`src/rtl/mem_port_arbiter.sv`:
```
// mem_port_arbiter: shares one single-ported memory between the IF and MEM ports, absorbing a fixed read latency.
// Optional IF starvation guard is compiled in when ARB_STARVE_GUARD_EN is defined.
module mem_port_arbiter #(
  parameter int ADDR_W     = 32,
  parameter int DATA_W     = 32,
  parameter int MEM_LAT    = 2,
  parameter int STARVE_MAX = 4
) (
  input  logic              clk,
  input  logic              rst_n,
  input  logic              if_req,
  input  logic [ADDR_W-1:0] if_addr,
  output logic              if_ack,
  output logic [DATA_W-1:0] if_rdata,
  input  logic              dm_req,
  input  logic              dm_we,
  input  logic [ADDR_W-1:0] dm_addr,
  input  logic [DATA_W-1:0] dm_wdata,
  output logic              dm_ack,
  output logic [DATA_W-1:0] dm_rdata,
  output logic              mem_en,
  output logic              mem_we,
  output logic [ADDR_W-1:0] mem_addr,
  output logic [DATA_W-1:0] mem_wdata,
  input  logic [DATA_W-1:0] mem_rdata,
  output logic              stall_if,
  output logic              stall_dm
);
  typedef enum logic [1:0] {IDLE, BUSY_IF, BUSY_DM, ACK} state_t;
  localparam logic [3:0] LAT4 = 4'(MEM_LAT);

  state_t     state, state_nxt;
  logic [3:0] cnt;
  logic       ack_dm;
  logic       is_store;
  logic       in_ack, arb_open, elig_if, elig_dm, force_if, gnt_if, gnt_dm;

  // The port being acked is masked so the other port can take the slot in the same cycle.
  assign in_ack   = (state == ACK);
  assign arb_open = (state == IDLE) || in_ack;
  assign elig_if  = if_req & ~(in_ack & ~ack_dm);
  assign elig_dm  = dm_req & ~(in_ack & ack_dm);
  assign gnt_dm   = rst_n & arb_open & elig_dm & ~force_if;
  assign gnt_if   = rst_n & arb_open & elig_if & (force_if | ~elig_dm);

`ifdef ARB_STARVE_GUARD_EN
  localparam int SW = $clog2(STARVE_MAX + 1);
  logic [SW-1:0] starve;

  always_ff @(posedge clk) begin
    if (!rst_n)                                                starve <= '0;
    else if (gnt_if)                                           starve <= '0;
    else if (gnt_dm && elig_if && starve != SW'(STARVE_MAX))   starve <= starve + SW'(1);
  end

  assign force_if = elig_if && (starve == SW'(STARVE_MAX));
`else
  // STARVE_MAX is always positive, so IF is never forced: strict DM priority.
  assign force_if = (STARVE_MAX < 0);
`endif

  always_ff @(posedge clk) begin
    if (!rst_n) state <= IDLE;
    else        state <= state_nxt;
  end

  always_ff @(posedge clk) begin
    if (!rst_n) begin
      cnt      <= '0;
      ack_dm   <= 1'b0;
      is_store <= 1'b0;
      if_rdata <= '0;
      dm_rdata <= '0;
    end else begin
      if (gnt_if | gnt_dm) begin
        cnt      <= 4'd1;
        ack_dm   <= gnt_dm;
        is_store <= gnt_dm & dm_we;
      end else if (state == BUSY_IF || state == BUSY_DM) begin
        cnt <= cnt + 4'd1;
      end
      if (state == BUSY_IF && cnt == LAT4)                 if_rdata <= mem_rdata;
      if (state == BUSY_DM && cnt == LAT4 && !is_store)    dm_rdata <= mem_rdata;
    end
  end

  always_comb begin
    state_nxt = state;
    case (state)
      IDLE, ACK: begin
        if (gnt_dm)      state_nxt = BUSY_DM;
        else if (gnt_if) state_nxt = BUSY_IF;
        else             state_nxt = IDLE;
      end
      BUSY_IF, BUSY_DM: if (cnt == LAT4) state_nxt = ACK;
      default:          state_nxt = IDLE;
    endcase
  end

  always_comb begin
    mem_en    = gnt_if | gnt_dm;
    mem_we    = gnt_dm & dm_we;
    mem_addr  = '0;
    mem_wdata = '0;
    if (gnt_dm) begin
      mem_addr = dm_addr;
      if (dm_we) mem_wdata = dm_wdata;
    end else if (gnt_if) begin
      mem_addr = if_addr;
    end
    if_ack = rst_n & in_ack & ~ack_dm;
    dm_ack = rst_n & in_ack & ack_dm;
  end

  assign stall_if = if_req & ~if_ack;
  assign stall_dm = dm_req & ~dm_ack;
endmodule

```
`config.mk`:
```
export PLATFORM = sky130hd
export DESIGN_NAME = mem_port_arbiter
export DESIGN_NICKNAME = d
export VERILOG_FILES = /design/src/rtl/mem_port_arbiter.sv
export SDC_FILE = /design/constraint.sdc
export NUM_CORES = 1
export LEC_CHECK = 0
export BUFFER_PORTS_ARGS = -buffer_cell sky130_fd_sc_hd__buf_2
export CAP_MARGIN = 20
export CORE_AREA = 10 10 123 92
export DETAILED_ROUTE_END_ITERATION = 16
export DIE_AREA = 0 0 133 102
export PLACE_DENSITY_LB_ADDON = 0.1
export SYNTH_ARGS = -nofsm -noshare
export SYNTH_HDL_FRONTEND = slang
export SYNTH_SLANG_ARGS = --single-unit
```
`constraint.sdc`:
```
create_clock -name clk -period 2.8 [get_ports clk]
set_clock_uncertainty 0.2 [all_clocks]
set_input_delay 0.28 -clock clk [delete_from_list [all_inputs] [get_ports clk]]
set_output_delay 0.28 -clock clk [all_outputs]
set_load 0.005 [all_outputs]
```
==> run metrics, run 1 <==
number of global-route vias before repair about 4,000; Max-slew headroom 0.570; max-slew violation count 0; Final min period 2.58 ns; yosys warns 0; Setup violations, final 0; Final Power about 2.5 mW; port buffer count between 200 and 300; Skew-Pair Late Insertion Delay 0.33 ns; Post-synth ARST share 0; Reg2Reg Depth 6; largest stage delay on the critical path 0.38 ns; Final ANT Viol Nets 0; Pwr Density 460 mW/mm²; met1 usage 0.208; vias per cell 4.78; Root Driver clkbuf_16; mapped cell area between 0.003 and 0.004 mm²; Cell variety after synth 35; setup TNS 0 ns; Die Area 0.0136 mm²; GRT Total Usage 0.183; DRT Wirelength 13,400 µm; R2R Setup Slk 0.89 ns; post-DR wirelength/cell 16.4 µm; CTS Sinks 72; Leakage 3.08 nW; routability congestion estimate just over 0.8; Startpoint Class flip-flop; Starting DRT DRC Count 175; final hold viol count 0; Pre-Repair DR Iteration Count 4; #FFs+latches synth 72; Hold Path Depth 3; hold crit path type input port to flip-flop; busiest grt layer met2; Slowest-stage cell, CP dfxtp_1; Max-cap violations 0; share of cells above drive strength 1 0.421; Synth Flop Type dfxtp_1; final period utilization 0.921; hold wc startpoint mem_rdata[23]; antenna violations before repair 0; worst setup path class flip-flop to output pin; Critical Path RT 2.32 ns; Initial Util 0.394; IO Count 267; area delta synth->final 56.5%; largest net degree at the start of global routing 73; most frequent cells in the layout 265 x buf_2, 99 x nand2_1, 72 x dfxtp_1; Setup crit end kind output pin; worst-case clock buffer depth 2; TritonCTS buffer count 9; status complete, no violations; die width around 130 µm; Core Footprint 0.00889 mm²; Overflow after GRT 0; r2r startpoint cnt[0]$_SDFFE_PN0P_; CP Data Arrival Time 2.10 ns; area of the multi-input gates 0.00184 mm²; FF-to-FF End dm_rdata[3]$_SDFFE_PN0P_; post_cts resized 0; maximum vdd ir drop 0.314 mV; H-tree lvl count 3; commonest non-fill, non-tap cell in the layout buf_2; chip height 102 µm; M3 GR Usage 0.0804; antenna cell count 0; FMAX 0.388 GHz; CTS tree done; crit-path max FO 32; Reg area 0.00144 mm²; sequential share of the synthesized area 0.412; Crit. path cell count 7; row count 29; vias 3,916; Mapped Cells ~420; post-DP HPWL roughly 10,000 µm; CP bufs+invs 3; Mapped Nets 555; CP Cell Sequence inv_1 -> ha_1 -> nand2_1 -> a2111oi_4 -> buf_12 -> a22o_1 -> buf_2; GRT met2 Usage 0.312; number of synthesized flops with an enable pin 0; Crit path max-delay family compound AO/OA/AOI/OAI gates; syn avg cell area 8.39 µm²; Setup Buffers After CTS 0; Residual DRC 0; fin nets 832; FILL cells 818; global-route wire length before repair a little over 20,000 µm; Reg clk slew, reported paths 0.05 ns; Slew @ Worst Pin 0.645 ns; unrepaired setup endpoints after global routing no; WHS Endpoint if_rdata[23]$_SDFFE_PN0P_
==> sequential cells by signal, indices dropped and copies added, names as in the netlist <==
| name | flops |
|---|---|
| dm_rdata | 32 |
| if_rdata | 32 |
| cnt | 4 |
| state | 2 |
| ack_dm | 1 |
| is_store | 1 |
==> cell type report <==
class                   instances  share of cell area
clock buffers                  13              0.0512
inverters                       5             0.00343
multi-input cells             300               0.337
flip-flops and latches         72               0.263
repair buffers                306               0.317
well taps                     124              0.0283
==> synth_stat cells (2+ instances only) <==
cell | number | area, µm²
and3_1 | 33 | 206
nor4bb_1 | 2 | 20.0
buf_1 | 2 | 7.51
buf_2 | 5 | 25.0
ha_1 | 5 | 62.6
a22o_1 | 32 | 280
dfxtp_1 | 72 | 1440
nand3_1 | 32 | 160
nor2b_1 | 4 | 25.0
buf_6 | 8 | 90.1
nor2_1 | 7 | 26.3
inv_1 | 5 | 18.8
clkbuf_1 | 25 | 93.8
mux2i_1 | 32 | 320
nand2_1 | 99 | 372
and2_1 | 2 | 12.5
o22ai_1 | 2 | 12.5
o21ai_0 | 33 | 165
==> power by group <==
part	total, mW	switching (mW)	internal, mW	leakage, nW
Clock	1.08	0.396	0.681	0.140
Combinational	0.392	0.184	0.208	2.36
Sequential	1.05	0.0112	1.04	0.581
Total	2.52	0.591	1.93	3.08
==> worst max-delay path by stage <==
stage	end	from	slack (ns)
2_1_floorplan	mem_addr[10]	state[0]$_SDFFE_PN0P_	0.67
3_3_place_gp	mem_addr[14]	state[0]$_SDFFE_PN0P_	0.55
3_5_place_dp	mem_addr[14]	state[0]$_SDFFE_PN0P_	0.43
4_1_cts	mem_addr[14]	state[0]$_SDFFE_PN0P_	0.06
5_1_grt	mem_addr[8]	state[0]$_SDFFE_PN0P_	0.03
6_report	mem_addr[23]	state[0]$_SDFFE_PN0P_	0.22
==> worst min-delay path: cells and delay by family <==
family / cells / cell delay (ns)
and+or+nand+nor: 1 / 0.06
buffers and inverters: 1 / 0.11
AOI/OAI and AO/OA: 1 / 0.06
==> cells by family after synthesis <==
group | synth area share
AO/OA/AOI/OAI | 0.163
XOR/XNOR | 0.00501
adder cells (fa/ha/maj) | 0.0179
buffers and inverters | 0.0672
flip-flops | 0.412
multiplexers | 0.0916
AND/OR/NAND/NOR | 0.244
==> timing repair <==
item / CTS / global route
hold buffers: 31 / 0
endpoints found under the setup margin: 0 / 32
hold endpoints to repair: 46 / 0
==> routing by layer <==
metal | vias up | routed length (µm)
met1 | 1765 | 5370
met4 | 0 | 186
met2 | 137 | 6770
li1 | 1997 | -
met5 | - | 0
met3 | 17 | 1110
==> metrics by stage <==
step                      cells  worst slack (ns)  instance area [µm²]  hold WS, ns  utilization
after floorplan             417             0.667                 3500        0.206            -
after global placement      776             0.549                 4890        0.241        0.550
after detailed placement    776             0.434                 4890        0.249        0.550
after CTS                   820            0.0601                 5480      0.00420        0.616
after global routing        820            0.0281                 5480       0.0404        0.616
final                       820             0.222                 5480       0.0137        0.616
(Power assumes the default switching activity.)
==> run 2, diff against run 1 <==
- ABC_AREA: default -> 1
- CORE_AREA: 10 10 123 92 -> 10 10 124 92
- DIE_AREA: 0 0 133 102 -> 0 0 134 102
==> run 2 against run 1 <==
Die area up 0.75%. Count of clock-buffer cells in the layout down 3. Power up 38%. Final cell count up 10%. Global-route usage up 1.4 points. Critical path depth up 2. Critical path type unchanged. Largest power group unchanged.
==> run metrics, run 2 <==
status complete, no violations; share of Yosys cell area claimed by the top area cell type 0.409; sequential share of the synthesized area 0.409; FF-to-FF End dm_rdata[24]$_SDFFE_PN0P_; TritonCTS buffer count 9; Mapped Cells 531; worst setup path class flip-flop to output pin; Synth Flop Type dfxtp_1; CTS Hold Bufs 0; top-count cell post-synth nand2_1; dpl cells between 800 and 900; number of synthesized flops with an enable pin 0; Starting DRT DRC Count 260; Slowest-stage cell, CP dfxtp_1; GRT Total Usage 0.197; Cell variety after synth 22; antenna violations before repair 0; commonest non-fill, non-tap cell in the layout buf_2; setup TNS 0 ns; Startpoint Class flip-flop; vias about 4,300; post-DP HPWL ~12,000 µm; Finished Layout Cells slightly above 900; routability congestion estimate just over 0.9; maximum vdd ir drop 0.369 mV; Reg clk slew, reported paths 0.06 ns; max-slew violation count 0; number of global-route vias before repair 4,155; Slew @ Worst Pin approximately 0.58 ns; hold crit path type input port to flip-flop; share of cells above drive strength 1 0.384; Max-slew headroom 0.614; Synth top cells by count 112 x nand2_1, 105 x nor2_1, 72 x dfxtp_1; syn avg cell area approximately 6.6 µm²; final period utilization 0.898; DRT Wirelength 14,600 µm; Residual DRC 0; mapped cell area 0.00352 mm²; Mapped Nets 669; antenna cell count 0; Pre-Repair DR Iteration Count 5; chip height 102 µm; most frequent cells in the layout 266 x buf_2, 112 x nand2_1, 105 x nor2_1; final hold viol count 0; Post-synth ARST share 0; R2R Setup Slk 0.92 ns; unrepaired setup endpoints after global routing no; r2r startpoint cnt[0]$_SDFFE_PN0P_; final hold slack 0.0142 ns; CP Data Arrival Time roughly 2 ns; H-tree lvl count 3; global-route wire length before repair about 22,000 µm; Core Footprint 0.00896 mm²; CP Cell Sequence inv_1 -> ha_1 -> nand2_1 -> nor2_2 -> nand3_1 -> inv_4 -> nand2_1 -> o21ai_0 -> buf_2; Synth area leader dfxtp_1; vias per cell 4.74; CTS Sinks 72; Skew-Pair Late Insertion Delay 0.33 ns; area delta synth->final 48.5%; Reg2Reg Depth 7; die width around 130 µm; crit-path max FO 32; Final WS setup between 0.2 and 0.3 ns; worst-case clock buffer depth 2; row count 29; port buffer count 266; Root Driver clkbuf_16; Overflow after GRT 0; Crit path top cell by count nand2_1; Final ANT Viol Nets 0; Final min period 2.52 ns; Leakage 2.78 nW; Die Area 0.0137 mm²; IO Count 267; post-DR wirelength/cell around 16 µm; dpl ws about 0.54 ns; largest cells by area after synthesis dfxtp_1 41%, nand2_1 12%, nor2_1 11%; Pwr Density 665 mW/mm²; largest net degree at the start of global routing 70; Initial Util 0.393; Critical Path Sink mem_addr[29]; CTS tree done; yosys warns 0; fin nets 914; Critical Path RT 2.32 ns; crit path launch state[0]$_SDFFE_PN0P_; Regs by FF count dm_rdata (32), if_rdata (32), cnt (4); largest stage delay on the critical path 0.36 ns; #FFs+latches synth 72; Setup crit end kind output pin; Max-cap violations 0; FMAX just under 0.4 GHz; Setup violations, final 0
[run 2: area by class of cell]
| cell class | count | area [µm²] |
|---|---|---|
| Inverter | 47 | 179 |
| Multi-Input combinational cell | 370 | 1700 |
| Clock inverter | 6 | 108 |
| Fill cell | 895 | 3730 |
| Timing Repair Buffer | 276 | 1420 |
| Clock buffer | 10 | 229 |
| Sequential cell | 72 | 1440 |
| Tap cell | 124 | 155 |
[run 2: cells by family after synthesis]
logic type      share of synthesized area
simple gates                        0.312
compound gates                      0.148
buf+inv                             0.108
flops                               0.409
fa+ha+maj                          0.0178
xor+xnor                          0.00497
[run 2: report_power, final]
group          total (mW)  leakage (nW)  internal (mW)  switching [mW]
logic                1.04          2.03          0.399           0.642
clock network        1.29         0.162          0.866           0.427
registers            1.14         0.581           1.10          0.0459
[run 2: timing repair]
action                                  4_1_cts  5_1_grt
endpoints found under the setup margin        0       18
buffers inserted                              0        0
gates resized for setup                       0        2
[run 2: worst max-delay path: cells and delay by family, from the launching register on]
kind | cells | cell delay (ns)
adder cells (fa/ha/maj) | 1 | 0.29
buffers and inverters | 3 | 0.52
AND/OR/NAND/NOR | 4 | 0.43
flip-flops | 1 | 0.36
AO/OA/AOI/OAI | 1 | 0.11
[run 2: stage by stage]
step	util	instance area [µm²]	total power [mW]
after floorplan	-	3520	1.76
after global placement	0.546	4890	2.19
after detailed placement	0.546	4890	2.21
after CTS	0.583	5230	3.51
after global routing	0.584	5230	3.69
final	0.584	5230	3.48
[run 2: per-layer routing]
layer | GRT usage | up-vias | routed length, µm | share of wire
met1 | 0.236 | 1920 | 6120 | 0.42
met5 | 0 | - | 0 | 0
met3 | 0.0730 | 7 | 1180 | 0.081
li1 | - | 2193 | - | -
met2 | 0.334 | 167 | 7190 | 0.49
met4 | 0.0434 | 0 | 83 | 0.0057
[run 2: worst min path at each step]
stage                                   start                        end  slack [ns]  cells after the start
floorplan                       mem_rdata[12]  dm_rdata[12]$_SDFFE_PN0P_        0.24                      2
global placement     if_rdata[3]$_SDFFE_PN0P_   if_rdata[3]$_SDFFE_PN0P_        0.25                      2
detailed placement  if_rdata[12]$_SDFFE_PN0P_  if_rdata[12]$_SDFFE_PN0P_        0.25                      2
CTS                             mem_rdata[27]  dm_rdata[27]$_SDFFE_PN0P_        0.01                      3
global route                    mem_rdata[23]  dm_rdata[23]$_SDFFE_PN0P_        0.02                      3
finish                          mem_rdata[11]  dm_rdata[11]$_SDFFE_PN0P_        0.01                      3
==> run 3, diff against run 2 <==
- PLACE_DENSITY: default -> 0.83
- PLACE_DENSITY_LB_ADDON: 0.1 -> default
- clock period: 2.8 -> 2.56 ns (I/O delays scaled with it)
==> run 3 against run 2 <==
Power increased by 3.9%. Sequential cell count stayed put. Wire length rose by 2.8%. Design area is 0.38% higher. Critical path depth fell by 2. Worst setup slack worse by 0.10 ns.
==> run metrics, run 3 (same netlist as run 2, synthesis figures left out) <==
status complete, no violations; Regs by FF count dm_rdata (32), if_rdata (32), cnt (4); dpl cells 890; Reg clk slew, reported paths ~0.060 ns; final hold slack 0.0107 ns; chip height approximately 100 µm; die width between 100 and 150 µm; GRT Total Usage 0.202; Finished Cell Area around 0.0053 mm²; final period utilization 0.928; vias 4,423; Root Driver clkbuf_16; Finished Layout Cells slightly above 900; IO Count 267; DRT Wirelength 15,000 µm; TritonCTS buffer count 9; Pwr Density 689 mW/mm²; antenna cell count 0; Critical Path RT 2.10 ns; Core Footprint 0.00896 mm²; post-DP HPWL roughly 12,000 µm; Final min period 2.38 ns; Final Power between 3 and 4 mW; vias per cell 4.87; row count 29; fin nets approximately 900; routability congestion estimate 0.952; Die Area 0.0137 mm²; CTS Sinks 72; WHS Endpoint dm_rdata[7]$_SDFFE_PN0P_; port buffer count between 200 and 300; CP Data Arrival Time 1.92 ns; Hold Path Depth 3; Max-cap violations 0; worst-case clock buffer depth 2; area of the multi-input gates 0.00171 mm²; post-DR wirelength/cell 16.5 µm; Reg area ~0.0014 mm²; crit-path max FO just under 70; final hold viol count 0; global-route wire length before repair 22,500 µm; hold crit path type input port to flip-flop; FILL cells 868; Final ANT Viol Nets 0; Skew-Pair Late Insertion Delay 0.31 ns; setup TNS 0 ns; antenna violations before repair 0; FF-to-FF End dm_rdata[3]$_SDFFE_PN0P_; Slew @ Worst Pin between 0.5 and 0.6 ns; Setup crit end kind output pin; Starting DRT DRC Count 394; hold wc startpoint mem_rdata[7]; Max-slew headroom 0.621; worst setup path class flip-flop to output pin; R2R Setup Slk 0.52 ns; Setup Buffers After CTS 0; H-tree lvl count 3; area delta synth->final 49.1%; Pre-Repair DR Iteration Count 5; share of cells above drive strength 1 0.385; CTS tree done; Overflow after GRT 0; r2r startpoint cnt[3]$_SDFFE_PP0P_; Startpoint Class flip-flop; largest net degree at the start of global routing 70; commonest non-fill, non-tap cell in the layout buf_2; Residual DRC 0; max-slew violation count 0; Setup violations, final 0; Initial Util 0.393; number of global-route vias before repair 4,214; most frequent cells in the layout 266 x buf_2, 112 x nand2_1, 105 x nor2_1; maximum vdd ir drop 0.326 mV; Reg2Reg Depth 5; Leakage 2.78 nW; placed cell area 0.00490 mm²; FMAX 0.421 GHz
## run 3: cell count changes in the layout (fill, tap and decap cells not counted), sizes merged
cell / previous run / this run
buf: 276 / 277
bufinv: 3 / 1
clkbuf: 10 / 9
clkinv: 3 / 5
dlygate4sd3: 0 / 4
## run 3: repair_timing
item                                    CTS  global route
endpoints found under the setup margin    2            32
pin swaps                                 0             0
hold buffers                              4             0
gates resized for setup                   1             6
endpoints found under the hold margin     4             0
gates cloned                              0             1
## run 3: per-layer routing
layer  part of all wire  wire length [µm]  global-route usage  vias to the layer above
met5                  0                 0                   0                        -
met4             0.0077               116              0.0359                        0
met3               0.11              1620              0.0828                       13
met2               0.47              7100               0.337                      222
met1               0.41              6150               0.245                     1985
li1                   -                 -                   -                     2203
## run 3: worst max-delay path, cell delays in order, from the launching register on
cell and delay (ns):
dfxtp_1 0.36, inv_1 0.07, ha_1 0.30, buf_4 0.16
nand4_2 0.12, buf_12 0.22, o21ai_0 0.21, buf_2 0.15
## run 3: stage by stage
step	utilization	setup slack [ns]
global route	0.586	-0.00502
CTS	0.583	0.105
finish	0.586	0.183
floorplan	-	0.672
detailed placement	0.547	0.331
global placement	0.547	0.417
## run 3: final cells by class
type                            count  share of cell area
Timing Repair Buffer              281               0.279
Sequential cell                    72               0.275
Timing Repair inverter              1             0.00167
Inverter                           47              0.0346
Multi-Input combinational cell    370               0.326
Tap cell                          124              0.0296
Clock buffer                        9              0.0429
Clock inverter                      5              0.0114
## run 3: worst max path at each step
stage	depth (start not counted)	endpoint	startpoint	slack, ns
2_1_floorplan	10	mem_addr[10]	state[0]$_SDFFE_PN0P_	0.67
3_3_place_gp	9	mem_addr[7]	state[0]$_SDFFE_PN0P_	0.42
3_5_place_dp	9	mem_addr[21]	state[0]$_SDFFE_PN0P_	0.33
4_1_cts	9	mem_addr[21]	state[0]$_SDFFE_PN0P_	0.11
5_1_grt	9	mem_addr[4]	state[0]$_SDFFE_PN0P_	-0.005
6_report	7	mem_addr[7]	state[0]$_SDFFE_PN0P_	0.18
## run 3: power breakdown
part           internal [mW]  switching [mW]
Clock                  0.744           0.443
Combinational          0.446           0.729
Sequential              1.20          0.0528
